## config.mk

```make
export PLATFORM = sky130hd
export DESIGN_NAME = iob_cache_mem_arbiter
export DESIGN_NICKNAME = d
export VERILOG_FILES = /design/src/rtl/iob_cache_mem_arbiter.sv
export SDC_FILE = /design/constraint.sdc
export NUM_CORES = 1
export LEC_CHECK = 0
export ABC_CLOCK_PERIOD_IN_PS = 2860
export CORE_AREA = 2 2 174 176
export DETAILED_ROUTE_END_ITERATION = 10
export DIE_AREA = 0 0 176 178
export GPL_ROUTABILITY_DRIVEN = 0
export GPL_TIMING_DRIVEN = 0
export PLACE_DENSITY_LB_ADDON = 0.05
export SYNTH_ARGS = -nofsm -noshare
export SYNTH_HDL_FRONTEND = slang
export SYNTH_SLANG_ARGS = --single-unit
```

## constraint.sdc

```tcl
create_clock -name clk -period 2.86 [get_ports clk]
set_input_delay 0.858 -clock clk [delete_from_list [all_inputs] [get_ports clk]]
set_output_delay 0.858 -clock clk [all_outputs]
set_load 0.01 [all_outputs]
```

## src/rtl/iob_cache_mem_arbiter.sv

```systemverilog
// -----------------------------------------------------------------------------
// iob_cache_mem_arbiter
//
// Round-robin arbiter sharing one native memory port between N_MASTERS cache
// back-ends. One master owns the port at a time. The grant is held until that
// master's transfer completes. While the owner keeps m_lock high, the grant
// also survives across beats, so a multi-beat line fill or write-back is never
// interleaved with another master's traffic.
//
// Parameters:
//   N_MASTERS  number of requesting back-ends (>= 2)
//   ADDR_W     native address width
//   DATA_W     native data width (DATA_W/8 strobe bits)
//   MW         grant index width, derived from N_MASTERS
//
// Ports:
//   clk        clock
//   reset      synchronous, active-low reset
//   m_valid    per-master request, held until the matching m_ready
//   m_addr     per-master address, master i in [i*ADDR_W +: ADDR_W]
//   m_wdata    per-master write data
//   m_wstrb    per-master byte strobes (all zeros = read)
//   m_lock     per-master "keep the grant after this transfer"
//   m_rdata    read data, broadcast to every master
//   m_ready    per-master completion pulse
//   mem_*      back-end memory request / response
//   grant      one-hot current owner, zero while idle
// -----------------------------------------------------------------------------
module iob_cache_mem_arbiter #(
   parameter int N_MASTERS = 2,
   parameter int ADDR_W    = 32,
   parameter int DATA_W    = 64,
   parameter int MW        = (N_MASTERS > 1) ? $clog2(N_MASTERS) : 1
) (
   input  logic                            clk,
   input  logic                            reset,
   input  logic [N_MASTERS-1:0]            m_valid,
   input  logic [N_MASTERS*ADDR_W-1:0]     m_addr,
   input  logic [N_MASTERS*DATA_W-1:0]     m_wdata,
   input  logic [N_MASTERS*DATA_W/8-1:0]   m_wstrb,
   input  logic [N_MASTERS-1:0]            m_lock,
   output logic [DATA_W-1:0]               m_rdata,
   output logic [N_MASTERS-1:0]            m_ready,
   output logic                            mem_valid,
   output logic [ADDR_W-1:0]               mem_addr,
   output logic [DATA_W-1:0]               mem_wdata,
   output logic [DATA_W/8-1:0]             mem_wstrb,
   input  logic [DATA_W-1:0]               mem_rdata,
   input  logic                            mem_ready,
   output logic [N_MASTERS-1:0]            grant
);

   typedef enum logic {
      IDLE = 1'b0,
      BUSY = 1'b1
   } state_t;

   state_t              state_q, state_d;
   logic [MW-1:0]       gidx_q, gidx_d;
   logic [MW-1:0]       ptr_q, ptr_d;

   logic                busy;
   logic                owner_valid;
   logic                owner_lock;
   logic [MW-1:0]       gidx_inc;

   // Round-robin selection
   logic [2*N_MASTERS-1:0] rr_dbl;
   logic [N_MASTERS-1:0]   rr_rot;
   logic [MW:0]            rr_pos;
   logic [MW:0]            rr_sum;
   logic [MW-1:0]          rr_sel;
   logic                   rr_any;

   assign busy = (state_q == BUSY);

   // Rotating the request vector so that bit 0 is the master at ptr turns
   // "first requester at or after ptr, with wrap" into a plain lowest-set-bit
   // search. The found offset is then added back to ptr modulo N_MASTERS.
   always_comb begin
      rr_dbl = {m_valid, m_valid} >> ptr_q;
      rr_rot = rr_dbl[N_MASTERS-1:0];
      rr_any = |m_valid;
      rr_pos = '0;
      for (int i = N_MASTERS - 1; i >= 0; i--) begin
         if (rr_rot[i]) begin
            rr_pos = (MW+1)'(i);
         end
      end
      rr_sum = {1'b0, ptr_q} + rr_pos;
      if (rr_sum >= (MW+1)'(N_MASTERS)) begin
         rr_sum = rr_sum - (MW+1)'(N_MASTERS);
      end
      rr_sel = rr_sum[MW-1:0];
   end

   // Owner's request fields, selected by the registered owner index
   always_comb begin
      owner_valid = 1'b0;
      owner_lock  = 1'b0;
      mem_addr    = '0;
      mem_wdata   = '0;
      mem_wstrb   = '0;
      for (int i = 0; i < N_MASTERS; i++) begin
         if (gidx_q == MW'(i)) begin
            owner_valid = m_valid[i];
            owner_lock  = m_lock[i];
            mem_addr    = m_addr[i*ADDR_W +: ADDR_W];
            mem_wdata   = m_wdata[i*DATA_W +: DATA_W];
            mem_wstrb   = m_wstrb[i*(DATA_W/8) +: (DATA_W/8)];
         end
      end
   end

   // After a released grant the owner drops to lowest priority
   assign gidx_inc = (gidx_q == MW'(N_MASTERS - 1)) ? '0 : gidx_q + MW'(1);

   always_comb begin
      state_d = state_q;
      gidx_d  = gidx_q;
      ptr_d   = ptr_q;
      case (state_q)
         IDLE: begin
            if (rr_any) begin
               gidx_d  = rr_sel;
               state_d = BUSY;
            end
         end
         BUSY: begin
            if (mem_ready) begin
               if (!owner_lock) begin
                  state_d = IDLE;
                  ptr_d   = gidx_inc;
               end
            end else if (!owner_valid && !owner_lock) begin
               // Lock dropped during a gap between beats: give the port up
               state_d = IDLE;
               ptr_d   = gidx_inc;
            end
         end
         default: begin
            state_d = IDLE;
         end
      endcase
   end

   always_ff @(posedge clk) begin
      if (!reset) begin
         state_q <= IDLE;
         gidx_q  <= '0;
         ptr_q   <= '0;
      end else begin
         state_q <= state_d;
         gidx_q  <= gidx_d;
         ptr_q   <= ptr_d;
      end
   end

   assign mem_valid = busy & owner_valid;
   assign m_rdata   = mem_rdata;

   generate
      for (genvar gi = 0; gi < N_MASTERS; gi++) begin : g_master
         assign grant[gi]   = busy & (gidx_q == MW'(gi));
         assign m_ready[gi] = busy & mem_ready & (gidx_q == MW'(gi));
      end
   endgenerate

endmodule
```

Word-level counts from Yosys, hierarchy flattened
Cells that the tools add are included.
- add/sub/neg operators: 3
- eq/ne operators: 1
- $lt $le $gt $ge: 1
- shifts and indexed selects: 1
- reductions and logical operators: 7
- bitwise logic cells: 8
- mux-type cells: 17
- operator list (kind ; number):
    $mux W64 ; 1
    $mux W32 ; 1
    $mux W1 ; 13
    $mux W8 ; 1
    $and A1 B1 Y1 ; 6
    $shr A4 B1 Y2 ; 1
    $reduce_and A3 Y1 ; 1
    $add A1 B1 Y2 ; 1
    $ge A2 B2 Y1 const B ; 1
    $logic_not A1 Y1 ; 2
    $ne A2 B2 Y1 const B ; 1
    $not A1 Y1 ; 2
    $pmux W1 S2 ; 1
    $reduce_and A2 Y1 ; 1
    $reduce_bool A2 Y1 ; 1
    $reduce_or A2 Y1 ; 1
    $add A1 B1 Y1 const B ; 1
    $logic_and A1 B1 Y1 ; 1
    $sub A1 B1 Y1 const B ; 1
- input port bits: 279
- word-level logic and storage cells: 41
- flip-flop bits (word level): 3
- output and inout port bits: 173

Depth between registers and ports, before layout
- depth in word-level cells: 6
- mapped depth: 4
- depth with buffers taken out: 3

Least setup slack after synthesis
OpenSTA, ideal clock, no wires.
- kind: input to output
- start point: input port m_valid[1]
- end point: output port mem_valid
- arrival time: 1.141 ns
- data required time: 2.002 ns
- setup slack: 0.861 ns
- stages on the path: 2
- buffers on the path: 0
- path through: mux2i_1 > nor2_1
- longest elaborated chain between the ends: 2
- ends and longest elaborated chain (what ; RTL line ; text):
    from (decl) ; 37 ; input logic [N_MASTERS-1:0] m_valid,
    $mux W1 ; 105 ; if (gidx_q == MW'(i)) begin
    $and A1 B1 Y1 ; 159 ; assign mem_valid = busy & owner_valid;
    to (decl) ; 44 ; output logic mem_valid,
No other way between the ends.

Worst setup path in the final report
- start point: input port m_valid[0]
- end point: output port mem_valid
Same word-level chain as after synthesis.

==> summary.txt <==
Synth
  • Top cells by area, synth: mux2_2 (61%), buf_4 (29%), dfxtp_1 (3.1%)
  • Mapped Area: between 1500 and 2000 um^2
  • Yosys cell types: 16
  • Sequential fraction of the synthesis area: 3.14%
  • Synth async-reset ratio: 0%
  • Biggest area consumer among synthesized cells: mux2_2
  • Share of the synthesized area in the top cell type: 61.2%
  • Dominant synthesized flop cell: dfxtp_1
  • Syn Inst Count: 201
  • Syn Area/Cell: about 9.5 um^2
  • Warnings, synthesis: 0
  • Yosys reg bits: 3
  • Post-synth EDFFs: 0
  • Syn nets: 480

Drt
  • First DRT Iteration DRCs: 14
  • Pre-Repair DR Iteration Count: 4
  • Wire per inst: 16.2 um
  • Met3 Routed Length: 1.81 mm
  • Met2 wire length: 8.62 mm
  • Drt via density: 3.07
  • Metal-1 WL: around 5.3 mm
  • Routed Antenna Nets: 0
  • Detailed Route WL: 15.9 mm
  • DR DRC count: 0
  • Vias: 3,016
  • Highest Signal Layer: met5

Placement
  • Input/output buffers: 387
  • Placed Area: approximately 6300 um^2
  • Hpwl dp: 14.3 mm
  • Placed cell count: 978
  • Dpl ws: -266 ps

Clock network
  • Clock Pin Slew Worst Setup and Hold Paths: around 30 ps
  • Post-CTS Hold Fix Bufs: 0
  • Clk Latency, worst-skew pair: 220 ps
  • Clock Sinks: 3
  • Setup repair bufs after CTS: 0
  • CTS buffer count: 3
  • CTS tree: done
  • CTS H-tree lvls: 1
  • Root Driver: clkbuf_16
  • CTS Buffer Depth: 2

Cells and area
  • Most common cell after layout, fill and taps aside: clkdlybuf4s50_1
  • FILL cells: 3,260
  • Post-Layout Cell Count: 982
  • Most frequent cells in the layout: clkdlybuf4s50_1 (280), mux2_2 (104), dlygate4sd2_1 (86), buf_4 (73), dlymetal6s2s_1 (20)
  • Final nets: ~870
  • Layout area overhead: 229%
  • Fin area: between 6000 and 7000 um^2
  • Layout cells sized above 1: 31.4%
  • Antenna cells: 0

Setup path
  • WS Path Type: input pin to output pin
  • Crit end category: output pin
  • Worst path required time: around 2000 ps
  • CP max FO: 3
  • Crit start category: input pin
  • Crit path DAT: 1920 ps

Floorplan
  • Die area: 31,300 um^2
  • IO Count: between 400 and 500
  • Row cnt: 63
  • Core ar.: 29,400 um^2
  • Die boundary height: ~180 um
  • Chip width: 176 um
  • Initial Util: 6.51%

Timing
  • Max Transition Viols Final: 0
  • Final Hold Vio Count: 0
  • Measured slew at the worst slew-check pin: ~220 ps
  • Clk_skew: 0.917 ps
  • Final setup vio count: 0
  • Final period util: 97.3%
  • F_max: roughly 360 MHz
  • RSZ-0062 raised after global routing: no
  • Final worst slack: just under 80 ps
  • Rel. slew slack: between 80% and 90%
  • Min cycle time layout: approximately 2800 ps

Pwr
  • Pwr Total: 0.00124 W
  • Lkg Pwr: around 2.7 nW
  • Max IR drop VDD: roughly 0.13 mV
  • Power per Cell Area: 197 nW/um^2

Global routing
  • Number of global-route vias before repair: 3,240
  • All-Layer GR Usage: 9.14%
  • Final global-route overflow total: 0
  • Largest net degree at the start of global routing: 11
  • Initial antenna violation count: 1
  • Global-route wire length before repair: 21.3 mm

Run status
  • Status: finished, final reports clean

Min path
  • Hold Crit Class: flop to flop

Job
  • Max_cap viols: 0
## where the power goes
part / internal [W] / switching (W)
Clock: 0.000184 / 0.0000384
Combinational: 0.000652 / 0.000319
Sequential: 0.0000459 / 0.00000439
## layout make-up
type / count / area (um^2) / area share [%]
Timing Repair Buffer: 387 / 3820 / 60.5
Multi-Input combinational cell: 120 / 1280 / 20.4
Buffer: 76 / 569 / 9.03
Tap cell: 390 / 488 / 7.74
Clock buffer: 4 / 78.8 / 1.25
Sequential cell: 3 / 61.3 / 0.972
Inverter: 2 / 7.51 / 0.119
## state kept, by name, summed over array words and instances (netlist names)
signal and cells:
busy 1, ptr_q 1, gidx_q 1
## worst paths after layout
check	from	slack (ps)	to	cells past startpoint
worst max-delay path	m_valid[0]	80	mem_valid	4
worst min-delay path	ptr_q	460	ptr_q	2
worst max register to register	gidx_q	1610	ptr_q	4
worst min register to register	ptr_q	460	ptr_q	2
## synth_stat cells, types with 2 or more instances
| cell | n |
|---|---|
| mux2_2 | 104 |
| buf_4 | 74 |
| dfxtp_1 | 3 |
| mux2i_1 | 3 |
| nor2_1 | 3 |
| buf_2 | 2 |
| inv_1 | 2 |
| nand2_1 | 2 |
## through the flow
step           hold slack (ps)  util [%]  TNS (ps)
6_report                   458      21.4         0
5_1_grt                    483      21.4         0
4_1_cts                    468      21.3         0
3_5_place_dp               458      21.3     -3100
3_3_place_gp               459      21.3     -2930
2_1_floorplan              438         -         0
## worst max-delay path, cell delays in order
cell and delay [ps]:
clkdlybuf4s50_1 540, mux2i_2 110, nor2_1 130, clkdlybuf4s15_1 280
## per-layer routing
| layer | vias to the layer above | global-route usage (%) |
|---|---|---|
| met2 | 236 | 18.3 |
| met4 | 2 | 1.03 |
| met1 | 1344 | 9.05 |
| met5 | - | 0 |
| met3 | 10 | 3.67 |
| li1 | 1424 | - |
## kinds of logic after synthesis
logic type / after synthesis / synth area share [%]
AO/OA/AOI/OAI: 5 / 2.22
multiplexers: 107 / 62.7
AND/OR/NAND/NOR: 8 / 1.96
buffers and inverters: 78 / 29.9
flip-flops: 3 / 3.14
## what timing repair did
item / in CTS / in global routing
endpoints found under the setup margin: 98 / 21
gates resized for setup: 89 / 22
cloned: 0 / 0
No activity file was read; power rests on OpenSTA's default activity.
